**src/rtl/router_ctrl_rr.sv**
```systemverilog
// Multi-input router controller: round-robin pop arbitration, credit flow
// control toward the output FIFO, optional packet lock, DELAY-stage push pipe.
module router_ctrl_rr #(
    parameter int CLIENTS   = 4,
    parameter int WIDTH     = 32,
    parameter int DELAY     = 1,
    parameter int OUT_DEPTH = 8,
    parameter int PKT_MODE  = 0,
    localparam int IW = $clog2(CLIENTS),
    localparam int CW = $clog2(OUT_DEPTH + 1)
) (
    input  logic                     clk,
    input  logic                     reset_n,
    input  logic [CLIENTS-1:0]       empty,
    output logic [CLIENTS-1:0]       pop,
    input  logic [CLIENTS-1:0]       in_last,
    input  logic [CLIENTS*WIDTH-1:0] data_in,
    input  logic                     credit_ret,
    output logic                     push,
    output logic                     push_last,
    output logic [WIDTH-1:0]         data_out,
    output logic [CW-1:0]            credits,
    output logic                     locked,
    output logic                     credit_err
);

    typedef enum logic {S_IDLE, S_LOCK} state_t;

    localparam logic [CW-1:0] FULL = CW'(OUT_DEPTH);

    state_t          state, state_nx;
    logic [IW-1:0]   lock_idx, lock_nx;
    logic [IW-1:0]   ptr;
    logic [IW-1:0]   gidx;
    logic            grant;
    logic            ret_ok;
    logic [DELAY:1]  st_vld;
    logic [DELAY:1]  st_last;
    logic [IW-1:0]   st_idx [1:DELAY];

    always_comb begin
        int j;
        j     = 0;
        grant = 1'b0;
        gidx  = ptr;
        if (credits != '0) begin
            if (state == S_LOCK) begin
                grant = !empty[lock_idx];
                gidx  = lock_idx;
            end else begin
                // rotating search starting just after the last grant
                for (int k = 1; k <= CLIENTS; k++) begin
                    j = (int'(ptr) + k) % CLIENTS;
                    if (!grant && !empty[j]) begin
                        grant = 1'b1;
                        gidx  = j[IW-1:0];
                    end
                end
            end
        end
    end

    always_comb begin
        state_nx = state;
        lock_nx  = lock_idx;
        if (PKT_MODE != 0 && grant) begin
            if (in_last[gidx]) begin
                state_nx = S_IDLE;
            end else begin
                state_nx = S_LOCK;
                lock_nx  = gidx;
            end
        end
    end

    always_comb begin
        for (int i = 0; i < CLIENTS; i++) begin
            pop[i] = reset_n && grant && (gidx == IW'(i));
        end
    end

    assign ret_ok = credit_ret && (credits != FULL);

    always_ff @(posedge clk or negedge reset_n) begin
        if (!reset_n) begin
            state    <= S_IDLE;
            lock_idx <= '0;
            ptr      <= IW'(CLIENTS - 1);
        end else begin
            state    <= state_nx;
            lock_idx <= lock_nx;
            if (grant) ptr <= gidx;
        end
    end

    always_ff @(posedge clk or negedge reset_n) begin
        if (!reset_n) begin
            credits    <= FULL;
            credit_err <= 1'b0;
        end else begin
            if (credit_ret && !ret_ok) credit_err <= 1'b1;
            if (grant && !ret_ok) begin
                credits <= credits - CW'(1);
            end else if (!grant && ret_ok) begin
                credits <= credits + CW'(1);
            end
        end
    end

    always_ff @(posedge clk or negedge reset_n) begin
        if (!reset_n) begin
            st_vld  <= '0;
            st_last <= '0;
            for (int k = 1; k <= DELAY; k++) st_idx[k] <= '0;
        end else begin
            st_vld[1]  <= grant;
            st_idx[1]  <= gidx;
            st_last[1] <= in_last[gidx];
            for (int k = 2; k <= DELAY; k++) begin
                st_vld[k]  <= st_vld[k-1];
                st_idx[k]  <= st_idx[k-1];
                st_last[k] <= st_last[k-1];
            end
        end
    end

    assign push      = st_vld[DELAY];
    assign push_last = st_vld[DELAY] & st_last[DELAY];
    assign locked    = (state == S_LOCK);

    always_comb begin
        data_out = '0;
        if (push) begin
            for (int i = 0; i < CLIENTS; i++) begin
                if (st_idx[DELAY] == IW'(i)) data_out = data_in[i*WIDTH +: WIDTH];
            end
        end
    end

endmodule

```
**config.mk**
```make
export PLATFORM = sky130hd
export DESIGN_NAME = router_ctrl_rr
export DESIGN_NICKNAME = d
export VERILOG_FILES = /design/src/rtl/router_ctrl_rr.sv
export SDC_FILE = /design/constraint.sdc
export NUM_CORES = 1
export LEC_CHECK = 0
export CAP_MARGIN = 15
export CORE_AREA = 2 2 70 72
export DETAILED_ROUTE_END_ITERATION = 12
export DIE_AREA = 0 0 72 74
export DONT_BUFFER_PORTS = 1
export GPL_TIMING_DRIVEN = 1
export PLACE_DENSITY_LB_ADDON = 0.3
export RECOVER_POWER = 25
export SLEW_MARGIN = 20
export SYNTH_ARGS = -nofsm -noshare
export SYNTH_HDL_FRONTEND = slang
export SYNTH_SLANG_ARGS = --single-unit
export TNS_END_PERCENT = 5
```
**constraint.sdc**
```tcl
create_clock -name clk -period 3.8 [get_ports clk]
set_input_delay 0.57 -clock clk [delete_from_list [all_inputs] [get_ports clk]]
set_output_delay 0.57 -clock clk [all_outputs]
set_load 0.01 [all_outputs]
```
==> metrics.csv, run 1 <==
metric,value,unit
overflow,0,
drc,0,
dieArea,5330,um^2
start_util,0.383,
cp_max_fo,6,
area_growth_syn_to_layout,4.41,%
hpwlAfterDp,4990,um
cts_sinks,11,
slew-limit-headroom,0.453,
switching_share,0.457,
min_path_type,primary input to asynchronous set/reset pin,
synth_nets,293,
arrival,2410,ps
post-route-period-util,0.783,
p_switching,0.000728,W
syn_area,1760,um^2
layout_min_cycle_time,2980,ps
slew_violations,0,
die_y,74,um
internal_power,0.000865,W
ys_seq_area_frac,0.158,
cts-root-buf,clkbuf_8,
synth_top_cell_by_area,mux4_2,
antenna_found_initial,0,
p_leak,0.619,nW
fin_setup_tns,0,ps
dp_cells,192,
final_util,0.400,
place_area,1770,um^2
track_usage,0.191,
crit_type,flop to output port,
r2r.worst_path.cells,9,
vias_per_cell,6.74,
post_cts_resized,0,
status,finished clean,
htreeDepth,1,
io_pins,183,
num-nets-final,286,
setup_viol,0,
hold_buffers,0,
end_kind,output port,
final_cell_mix,"and2_1 (34), mux4_2 (32), dfrtp_1 (6), nand2_1 (5), nor2_1 (5)",
die_width,72,um
antenna_cells,0,
ys_warn_count,0,
drt-total-wl,5720,um
synthTopCellsByArea,"mux4_2 (41%), and2_1 (12%), dfrtp_1 (11%)",
p_per_area,867,nW/um^2
clock_latency,240,ps
instances_no_fill,197,
grt_max_degree,35,
place.gp.congestion,0.803,
start_kind,flop,
dr.pass1.iters,4,
drtAntennaViolNets,0,
core_area,4600,um^2
numCtsBuffers,3,
rows,25,
ys_seq_elements,11,
drive_gt1_frac,0.378,
cts.reportedPaths.clkPinSlew,60,ps
r2r-start,credits[2],
finalHoldViolations,0,
max-cap-violations,0,
post_cts_buffers,0,
yosysTopAreaCellShare,0.409,
skew,5.38,ps
cts_buffer_depth,2,
pwr-share-clk,0.074,
postSynthAreaPerCell,11.7,um^2
grt_pass1_vias,1335,
crit_required,3230,ps
vias,1328,
final_common_cell,and2_1,
port_buffers,0,
pwr-share-comb,0.678,
ir_drop,0.379,mV
yosysUniqueCellTypes,38,
worst_r2r_endpoint,credits[2],
rsz0062_at_grt,false,
fin_area,1840,um^2
drt_iter0_drc,36,
wl_per_cell,29.0,um
cts_tree,built,
p_seq_frac,0.247,
rrSetupSlack,1250,ps
synth_cells,151,
worst_pin_slew,821,ps
grt_pass1_wl,7570,um
fmax,336,MHz
Yosys cell counts (all sizes together):
cell type   n
and2       34
mux4       32
dfrtp       8
clkbuf      7
buf         6
nand2       5
nor2        5
mux2        4
o21ai       4
xor2        4
a21oi       3
a31o        3
dfstp       3
ha          3
inv         3
nand3b      3
nor3        3
nor3b       3
o21a        2
o21bai      2
o31ai       2
o41ai       2
a2111oi     1
a31oi       1
a32o        1
and2b       1
and3b       1
and4b       1
conb        1
nand2b      1
nor4        1
xnor2       1
metal layers:
metal	global-route usage	routed length, um	up-vias
li1	-	-	575
met1	0.235	2050	662
met2	0.327	3000	87
met3	0.0664	607	4
met4	0.0398	59	0
met5	0	0	-
sequential cells by signal, summed over array words and instances, names as in the netlist:
name	count
credit_err	1
credits	4
ptr	2
push	1
st_idx	2
st_last	1
cell type report:
class,count,area (um^2)
Multi-Input combinational cell,124,1410
Timing Repair Buffer,1,20.0
Inverter,3,11.3
Sequential cell,11,282
Clock buffer,4,45.0
Fill cell,441,2760
Tap cell,54,67.6
critical path, cell delays in order (launching register included):
cell and delay, ps:
dfstp_2 570, and3b_4 220, and4b_4 210, a31o_4 230, o41ai_4 480, nor3b_1 450
per-stage QoR:
| step | hold WS (ps) | power [W] | worst slack [ps] |
|---|---|---|---|
| after global placement | 275 | 0.00143 | 1160 |
| after floorplan | 274 | 0.00132 | 1230 |
| after detailed placement | 275 | 0.00147 | 1100 |
| final | 25.0 | 0.00159 | 823 |
| after global routing | 12.7 | 0.00171 | 713 |
| after CTS | 20.8 | 0.00159 | 842 |
how the worst max path moves through the flow:
| stage | from | endpoint | slack [ps] | cells after the start |
|---|---|---|---|---|
| 2_1_floorplan | ptr[1] | pop[0] | 1230 | 6 |
| 3_3_place_gp | ptr[1] | pop[2] | 1160 | 6 |
| 3_5_place_dp | ptr[1] | pop[2] | 1100 | 6 |
| 4_1_cts | ptr[1] | pop[2] | 840 | 6 |
| 5_1_grt | ptr[1] | pop[3] | 710 | 5 |
| 6_report | ptr[1] | pop[3] | 820 | 5 |
logic make-up after synthesis:
| family | count (synthesis) | share of synthesized area |
|---|---|---|
| DFF | 11 | 0.158 |
| muxes | 36 | 0.437 |
| adders and majority gates | 3 | 0.0213 |
| AOI/OAI and AO/OA | 21 | 0.114 |
| and+or+nand+nor | 58 | 0.203 |
| xor gates and xnor gates | 5 | 0.0249 |
| buffers and inverters | 16 | 0.0391 |
| other | 1 | 0.00213 |
power by group through the flow:
stage	Clock (W)	Sequential (W)	Combinational [W]
after floorplan	0	0.000252	0.00107
after global placement	0	0.000440	0.000985
after detailed placement	0	0.000460	0.00101
after CTS	0.000122	0.000458	0.00101
after global routing	0.000130	0.000418	0.00116
final	0.000118	0.000394	0.00108
Power figures use the tool's default switching activity.
==> run 2, diff against run 1 <==
--- a/config.mk
+++ b/config.mk
@@ -5,10 +5,11 @@
 export SDC_FILE = /design/constraint.sdc
 export NUM_CORES = 1
 export LEC_CHECK = 0
+export ABC_AREA = 1
 export CAP_MARGIN = 15
-export CORE_AREA = 2 2 70 72
+export CORE_AREA = 2 2 71 73
 export DETAILED_ROUTE_END_ITERATION = 12
-export DIE_AREA = 0 0 72 74
+export DIE_AREA = 0 0 73 75
 export DONT_BUFFER_PORTS = 1
 export GPL_TIMING_DRIVEN = 1
 export PLACE_DENSITY_LB_ADDON = 0.3
==> constraint.sdc (replaced) <==
create_clock -name clk -period 2.5 [get_ports clk]
set_input_delay 0.375 -clock clk [delete_from_list [all_inputs] [get_ports clk]]
set_output_delay 0.375 -clock clk [all_outputs]
set_load 0.01 [all_outputs]
==> metrics.csv, run 2 <==
metric,value,unit
status,finished clean,
drive_gt1_frac,0.191,
htreeDepth,1,
crit_slowest_cell,dfstp_2,
worst_pin_slew,514,ps
synthTopCellsByCount,"nand2_1 (79), nand3_1 (47), inv_1 (41)",
die_width,73,um
num-nets-final,499,
area_growth_syn_to_layout,15.1,%
ir_drop,1.32,mV
place_area,2110,um^2
port_buffers,0,
cts-root-buf,clkbuf_8,
rsz0062_at_grt,true,
cts.reportedPaths.clkPinSlew,50,ps
overflow,0,
ys_warn_count,0,
vias_per_cell,5.84,
end_kind,output port,
numCtsBuffers,3,
core_area,4660,um^2
clock_latency,240,ps
synth_edf_count,0,
p_leak,1.11,nW
async_flop_share,1.00,
place.gp.congestion,0.877,
drt-total-wl,6910,um
final_cell_mix,"nand2_1 (76), nand3_1 (45), inv_1 (41), o21ai_0 (34), o211ai_1 (21)",
setup_viol,0,
cp_max_fo,6,
layout_min_cycle_time,2500,ps
final_common_cell,nand2_1,
fin_ws,4.59,ps
finalHoldViolations,0,
synthTopCellsByArea,"nand2_1 (15%), nand3_1 (12%), dfrtp_1 (9.9%)",
crit_type,flop to output port,
cp_cell_sequence,buf_6 -> nand2_1 -> nand2_2 -> nand2_4 -> nand2_4 -> nand2_4 -> nor2_4 -> nand2_2 -> nand2_1 -> nand2_2 -> o21ai_4 -> nand2_2 -> nor2_4,
cts_buffer_depth,2,
largestRegisters,"credits x4, ptr x2, st_idx x2",
fin_area,2330,um^2
drtAntennaViolNets,0,
drt_iter0_drc,129,
cts_sinks,11,
min_path_type,primary input to flop,
dr.pass1.iters,4,
rows,25,
post-route-period-util,0.998,
die_y,75,um
p_per_area,1760,nW/um^2
slew-limit-headroom,0.657,
yosysTopAreaCellShare,0.146,
ys_seq_area_frac,0.138,
io_pins,183,
drc,0,
crit_required,2120,ps
crit_buf_inv,1,
vias,2394,
start_kind,flop,
synth_most_common_cell,nand2_1,
synth_top_cell_by_area,nand2_1,
synth_cells,354,
dpl_worst_slack,10.4,ps
largest_register,credits,
yosysUniqueCellTypes,32,
skew,3.63,ps
wl_per_cell,16.8,um
syn_area,2030,um^2
crit_top_cell,nand2_2,
antenna_cells,0,
ys_seq_elements,11,
synth_nets,496,
antenna_found_initial,0,
hpwlAfterDp,5300,um
cp_top_family,simple AND/OR/NAND/NOR gates,
slew_violations,0,
grt_max_degree,35,
fin_hold_ws,270,ps
arrival,2120,ps
track_usage,0.213,
cts_tree,built,
dieArea,5480,um^2
grt_pass1_vias,2010,
fmax,401,MHz
max-cap-violations,0,
grt_pass1_wl,9230,um
power,0.00411,W
final_util,0.500,
postSynthAreaPerCell,5.72,um^2
start_util,0.435,
largest_reg_flops,4,
slowest_delay,610,ps
synthFlopType,dfrtp_1,
## run 2: stage by stage
stage                     setup TNS [ps]  instances
after detailed placement               0        399
after CTS                          -63.1        404
after floorplan                        0        354
after global routing                -298        410
final                                  0        410
after global placement                 0        399
## run 2: metal layers
| metal | part of all wire | global-route usage |
|---|---|---|
| met5 | 0 | 0 |
| met4 | 0.0046 | 0.0391 |
| met3 | 0.095 | 0.0656 |
| met2 | 0.51 | 0.386 |
| met1 | 0.39 | 0.250 |
## run 2: kinds of logic after synthesis
kind of cell / Yosys count / synth area share
other: 1 / 0.00185
flip-flops: 11 / 0.138
XOR/XNOR: 5 / 0.0216
AO/OA/AOI/OAI: 87 / 0.266
adder cells (fa/ha/maj): 3 / 0.0185
buffers and inverters: 68 / 0.133
AND/OR/NAND/NOR: 178 / 0.416
multiplexers: 1 / 0.00556
## run 2: what timing repair did
action,4_1_cts,5_1_grt
endpoints found under the setup margin,3,7
pin swaps,0,7
hold buffers,1,0
buffers inserted,0,6
resized for setup,1,25
hold endpoints to repair,11,0
## run 2: power breakdown
group / total [W] / internal (W) / switching, W
Combinational: 0.00342 / 0.00126 / 0.00216
Clock: 0.000186 / 0.000112 / 0.0000731
Sequential: 0.000509 / 0.000303 / 0.000207
## run 2: final timing paths
check / from / endpoint / slack (ps) / cells after the start
setup / recovery: ptr[0] / pop[3] / 5 / 13
max in group asynchronous: reset_n / st_idx[0] / 1600 / 1
hold reg to reg: credit_err / credit_err / 550 / 1
min in group asynchronous: reset_n / st_last / 540 / 1
hold / removal: credit_ret / credit_err / 270 / 2
setup reg to reg: ptr[0] / credits[2] / 90 / 14
## run 2: area by class of cell
type,count,area (um^2)
well taps,54,67.6
inverters,44,170
fillers,468,2330
repair buffers,22,188
multi-input cells,275,1580
flip-flops and latches,11,280
clock buffers,4,45.0
